$ cat src/rtl/nibble_serial_add_sched.sv
// Two-requester scheduler that time-shares one 4-bit carry-lookahead slice,
// walking it across WIDTH/4 nibbles per add and returning a tagged sum.
module nibble_serial_add_sched #(
   parameter int WIDTH = 16
) (
   input  logic             clk,
   input  logic             rst_n,
   input  logic             req0_valid_i,
   output logic             req0_ready_o,
   input  logic [WIDTH-1:0] req0_a_i,
   input  logic [WIDTH-1:0] req0_b_i,
   input  logic             req0_cin_i,
   input  logic             req1_valid_i,
   output logic             req1_ready_o,
   input  logic [WIDTH-1:0] req1_a_i,
   input  logic [WIDTH-1:0] req1_b_i,
   input  logic             req1_cin_i,
   output logic             resp_valid_o,
   input  logic             resp_ready_i,
   output logic             resp_id_o,
   output logic [WIDTH-1:0] resp_sum_o,
   output logic             resp_cout_o,
   output logic             busy_o
);

   localparam int NIB = WIDTH / 4;
   localparam int KW  = (NIB > 1) ? $clog2(NIB) : 1;

   typedef enum logic [1:0] {IDLE, RUN, RESP} state_e;

   state_e           state_q, state_d;
   logic             lastGrant_q;
   logic [WIDTH-1:0] aOp_q, bOp_q, sum_q;
   logic             carry_q, id_q;
   logic [KW-1:0]    nibIdx_q;

   logic             accept0, accept1, lastNib;
   logic [3:0]       nibA, nibB, nibP, nibG, nibSum;
   logic [4:0]       nibC;

   assign accept0 = req0_valid_i & req0_ready_o;
   assign accept1 = req1_valid_i & req1_ready_o;
   assign lastNib = (nibIdx_q == KW'(NIB - 1));

   // Shared slice: full lookahead carries for the nibble selected by nibIdx_q
   always_comb begin
      nibA    = aOp_q[{nibIdx_q, 2'b00} +: 4];
      nibB    = bOp_q[{nibIdx_q, 2'b00} +: 4];
      nibP    = nibA ^ nibB;
      nibG    = nibA & nibB;
      nibC[0] = carry_q;
      nibC[1] = nibG[0] | (nibP[0] & nibC[0]);
      nibC[2] = nibG[1] | (nibP[1] & nibG[0]) | (nibP[1] & nibP[0] & nibC[0]);
      nibC[3] = nibG[2] | (nibP[2] & nibG[1]) | (nibP[2] & nibP[1] & nibG[0])
              | (nibP[2] & nibP[1] & nibP[0] & nibC[0]);
      nibC[4] = nibG[3] | (nibP[3] & nibG[2]) | (nibP[3] & nibP[2] & nibG[1])
              | (nibP[3] & nibP[2] & nibP[1] & nibG[0])
              | (nibP[3] & nibP[2] & nibP[1] & nibP[0] & nibC[0]);
      nibSum  = nibP ^ nibC[3:0];
   end

   always_ff @(posedge clk or negedge rst_n) begin
      if (!rst_n) state_q <= IDLE;
      else        state_q <= state_d;
   end

   always_comb begin
      state_d = state_q;
      case (state_q)
         IDLE:    if (accept0 | accept1) state_d = RUN;
         RUN:     if (lastNib)           state_d = RESP;
         RESP:    if (resp_ready_i)      state_d = IDLE;
         default: state_d = IDLE;
      endcase
   end

   // Ties go to whichever requester was not served last
   always_comb begin
      req0_ready_o = (state_q == IDLE) & (lastGrant_q | ~req1_valid_i);
      req1_ready_o = (state_q == IDLE) & (~lastGrant_q | ~req0_valid_i);
      resp_valid_o = (state_q == RESP);
      busy_o       = (state_q != IDLE);
   end

   always_ff @(posedge clk or negedge rst_n) begin
      if (!rst_n) begin
         lastGrant_q <= 1'b1;
         aOp_q       <= '0;
         bOp_q       <= '0;
         sum_q       <= '0;
         carry_q     <= 1'b0;
         id_q        <= 1'b0;
         nibIdx_q    <= '0;
      end else begin
         case (state_q)
            IDLE: begin
               if (accept0 | accept1) begin
                  aOp_q       <= accept1 ? req1_a_i : req0_a_i;
                  bOp_q       <= accept1 ? req1_b_i : req0_b_i;
                  carry_q     <= accept1 ? req1_cin_i : req0_cin_i;
                  id_q        <= accept1;
                  lastGrant_q <= accept1;
                  nibIdx_q    <= '0;
               end
            end
            RUN: begin
               sum_q[{nibIdx_q, 2'b00} +: 4] <= nibSum;
               carry_q  <= nibC[4];
               nibIdx_q <= lastNib ? '0 : nibIdx_q + KW'(1);
            end
            default: ;
         endcase
      end
   end

   // After the last nibble the carry register is the sum's carry-out
   assign resp_sum_o  = sum_q;
   assign resp_cout_o = carry_q;
   assign resp_id_o   = id_q;

endmodule

$ cat config.mk
export PLATFORM = sky130hd
export DESIGN_NAME = nibble_serial_add_sched
export DESIGN_NICKNAME = d
export VERILOG_FILES = /design/src/rtl/nibble_serial_add_sched.sv
export SDC_FILE = /design/constraint.sdc
export NUM_CORES = 1
export LEC_CHECK = 0
export ABC_AREA = 1
export BUFFER_PORTS_ARGS = -buffer_cell sky130_fd_sc_hd__buf_2
export CORE_ASPECT_RATIO = 0.9
export CORE_MARGIN = 4
export CORE_UTILIZATION = 30
export DETAILED_ROUTE_END_ITERATION = 16
export SLEW_MARGIN = 20
export SYNTH_ARGS = -nofsm -noshare
export SYNTH_HDL_FRONTEND = slang
export SYNTH_SLANG_ARGS = --single-unit
$ cat constraint.sdc
create_clock -name clk -period 6.2 [get_ports clk]
set_input_delay 1.24 -clock clk [delete_from_list [all_inputs] [get_ports clk]]
set_output_delay 1.24 -clock clk [all_outputs]
set_load 0.05 [all_outputs]
==> run_results.csv <==
group,metric,value,unit
timing,finalHoldViolations,0,
power_and_ir_drop,p_clk_frac,0.118,
placement,port_buffers,92,
setup_path,crit_slowest_cell,"dfrtp_1",
yosys,synth_edf_count,0,
yosys,synth_nets,453,
timing,fin_crit_sh,0.5348,
clock_network,clockBufferDepth,2,
clock_network,clock_latency,0.31,ns
routing,drtIter0Drc,149,
final_layout,syn2layout_area_growth,22.68,%
placement,placed_cells,569,
yosys,avgSynthCellArea,7.886,um^2
flow_run,maxCapViolations,0,
power_and_ir_drop,p_total,2.092,mW
power_and_ir_drop,p_comb_frac,0.572,
timing,fin_skew,0.004650,ns
final_layout,stdcell_count,577,
setup_path,crit_path_end_kind,"flip-flop",
setup_path,slowest_delay,0.87,ns
placement,dp_hpwl,5883,um
clock_network,cts_tree,"yes",
routing,remaining_drc_errors,0,
die,die_h,101.6,um
clock_network,clock_sinks,55,
power_and_ir_drop,switching_share,0.5119,
setup_path,crit_type,"reg -> reg",
routing,drtAntennaViolNets,0,
clock_network,cts_hold_buf,0,
routing,dr.pass1.iters,4,
worst_hold_path,hold_class,"reg -> reg",
clock_network,post-cts-setup-buffers,0,
yosys,synth_warnings,0,
power_and_ir_drop,pwr_density_cell,584.4,nW/um^2
power_and_ir_drop,p_sw,1.071,mW
die,chipWidth,112.0,um
die,core-area,9290,um^2
timing,finalSetupViolCount,0,
setup_path,worstPathArrival,3.52,ns
die,io_pins,93,
global_route,grt_start_max_net_pins,56,
timing,max_slew.worst_pin.slew,0.7883,ns
power_and_ir_drop,p_int,1.021,mW
setup_path,reg2reg_depth,10,
timing,rsz0062_at_grt,"no",
clock_network,root_buffer,"clkbuf_8",
final_layout,n_antenna_cell,0,
yosys,synthCells,370,
timing,max_slew_margin,0.4745,
setup_path,rr_startpoint,"nibIdx_q[0]",
clock_network,cts_resized,0,
routing,vias,2735,
clock_network,path_clk_slew,0.10,ns
setup_path,r2r_slack,2.88,ns
routing,routed_wl,7759,um
power_and_ir_drop,leakagePower,1.814,nW
yosys,syn_area,2918,um^2
timing,fin_tns_setup,0,ns
status,status,"completed",
clock_network,cts_buffers,5,
setup_path,worstSetupStartpointType,"flip-flop",
worst_hold_path,whs_path_depth,2,
timing,fin_crit,3.315,ns
routing,routedWlPerCell,13.45,um
global_route,first_global_vias,2782,
final_layout,finalNetCount,537,
global_route,antenna_found_initial,0,
timing,fmax,301.6,MHz
yosys,ys_ff_latch,55,
global_route,track_usage,0.1385,
die,fp-row-count,33,
power_and_ir_drop,ir_drop,0.2588,mV
yosys,ys_types,28,
yosys,async_flop_share,1.000,
die,dieArea,11370,um^2
power_and_ir_drop,pwr-share-seq,0.310,
yosys,ys.flop_type,"dfrtp_1",
routing,viasPerCell,4.740,
setup_path,r2r-end,"resp_sum_o[6]",
die,start_util,0.3141,
setup_path,cp.required,6.40,ns
clock_network,htree_num_levels,2,
setup_path,crit_chain,"clkinv_1 > o21ai_0 > o22ai_1 > ha_1 > nand2_1 > nand3_1 > xor2_1 > nor2_1 > nand3_1 > nand2_1",
setup_path,worst-path-max-fanout,27,
placement,globalplace.congestion,0.9115,
global_route,grt_pass1_wl,12850,um
yosys,ys_seq_area_frac,0.4721,
timing,drv_slew,0,
worst_hold_path,min_from,"resp_sum_o[15]",
global_route,grt_overflow,0,
final_layout,drive_above_1_share,0.2484,
worst_hold_path,min_to,"resp_sum_o[15]",
## cells in the final DEF, fill, tap and decap left out, types with 2 or more instances in the layout
cell	n
buf_2	92
inv_1	22
inv_2	3
nor2_4	2
o21ai_0	70
nand4_1	2
o22ai_1	9
buf_4	2
o31ai_1	2
o21ai_1	31
dfrtp_1	54
nand3_1	8
ha_1	11
nand2_2	2
nand2_1	67
clkbuf_8	6
xor2_1	2
nor2_1	59
## flip-flops by register name, indices dropped and copies added (netlist names)
register	flops
resp_id_o	1
bOp_q	16
resp_sum_o	16
nibIdx_q	2
aOp_q	16
lastGrant_q	1
state_q	2
resp_cout_o	1
## stage by stage
| stage | worst slack [ns] | hold slack, ns | utilization | area [um^2] |
|---|---|---|---|---|
| after global routing | 2.510 | 0.5200 | 0.3853 | 3580 |
| after floorplan | 2.941 | 0.4535 | - | 2918 |
| after CTS | 2.951 | 0.4931 | 0.3853 | 3580 |
| after detailed placement | 2.969 | 0.4690 | 0.3727 | 3462 |
| after global placement | 3.092 | 0.4659 | 0.3727 | 3462 |
| final | 2.885 | 0.4928 | 0.3853 | 3580 |
## worst max-delay path by stage
| stage | startpoint | endpoint | slack [ns] | depth (start not counted) |
|---|---|---|---|---|
| floorplan | req1_valid_i | req0_ready_o | 2.94 | 1 |
| global placement | nibIdx_q[0] | resp_sum_o[14] | 3.09 | 10 |
| detailed placement | nibIdx_q[0] | resp_sum_o[6] | 2.97 | 10 |
| CTS | nibIdx_q[0] | resp_sum_o[6] | 2.95 | 10 |
| global route | nibIdx_q[0] | resp_sum_o[6] | 2.51 | 10 |
| finish | nibIdx_q[0] | resp_sum_o[6] | 2.88 | 10 |
## logic make-up (layout without fill, tap and decap cells)
family,after synthesis,after routing,share of synthesized area
simple gates,142,142,0.1960
compound gates,115,115,0.2067
flops,55,55,0.4721
buf+inv,43,128,0.06218
fa+ha+maj,12,12,0.05403
xor+xnor,3,3,0.009007
## layer usage
metal | GRT usage | up-vias | wire, um
met5 | 0 | - | 0
met4 | 0.03789 | 0 | 64
met3 | 0.02748 | 6 | 465
met2 | 0.2369 | 79 | 3597
met1 | 0.1810 | 1254 | 3631
li1 | - | 1396 | -
## layout make-up
| class | count | area (um^2) |
|---|---|---|
| clock buffers | 6 | 82.58 |
| clock inverters | 2 | 35.03 |
| fillers | 1013 | 5710 |
| inverters | 26 | 97.59 |
| multi-input cells | 272 | 1359 |
| flip-flops and latches | 55 | 1378 |
| well taps | 122 | 152.6 |
| repair buffers | 94 | 475.5 |
## power by group through the flow
| stage | clock network (mW) | registers, mW | logic, mW |
|---|---|---|---|
| after floorplan | 0 | 0.731 | 0.806 |
| after global placement | 0 | 0.656 | 1.18 |
| after detailed placement | 0 | 0.659 | 1.20 |
| after CTS | 0.254 | 0.652 | 1.21 |
| after global routing | 0.267 | 0.678 | 1.36 |
| final | 0.246 | 0.648 | 1.20 |
## worst max-delay path, delay by kind of cell, from the launching register on
| kind | cells | cell delay, ns |
|---|---|---|
| adders and majority gates | 1 | 0.39 |
| DFF | 1 | 0.87 |
| and+or+nand+nor | 5 | 0.49 |
| AOI/OAI and AO/OA | 2 | 0.47 |
| xor gates and xnor gates | 1 | 0.30 |
| buffers and inverters | 1 | 0.69 |
## synth_stat cells (2+ instances only)
| cell type | instances | area (um^2) |
|---|---|---|
| o22ai_1 | 9 | 56.30 |
| nor2_1 | 59 | 221.5 |
| nand3_1 | 8 | 40.04 |
| inv_1 | 22 | 82.58 |
| nor2_4 | 2 | 22.52 |
| buf_2 | 8 | 40.04 |
| dfrtp_1 | 54 | 1351 |
| o31ai_1 | 2 | 15.01 |
| nand4_1 | 2 | 12.51 |
| ha_1 | 11 | 137.6 |
| xor2_1 | 2 | 17.52 |
| inv_2 | 3 | 11.26 |
| clkbuf_2 | 2 | 10.01 |
| nand2_2 | 2 | 12.51 |
| clkbuf_1 | 6 | 22.52 |
| o21ai_0 | 70 | 350.3 |
| o21ai_1 | 31 | 155.2 |
| nand2_1 | 67 | 251.5 |
(Power assumes the default switching activity.)
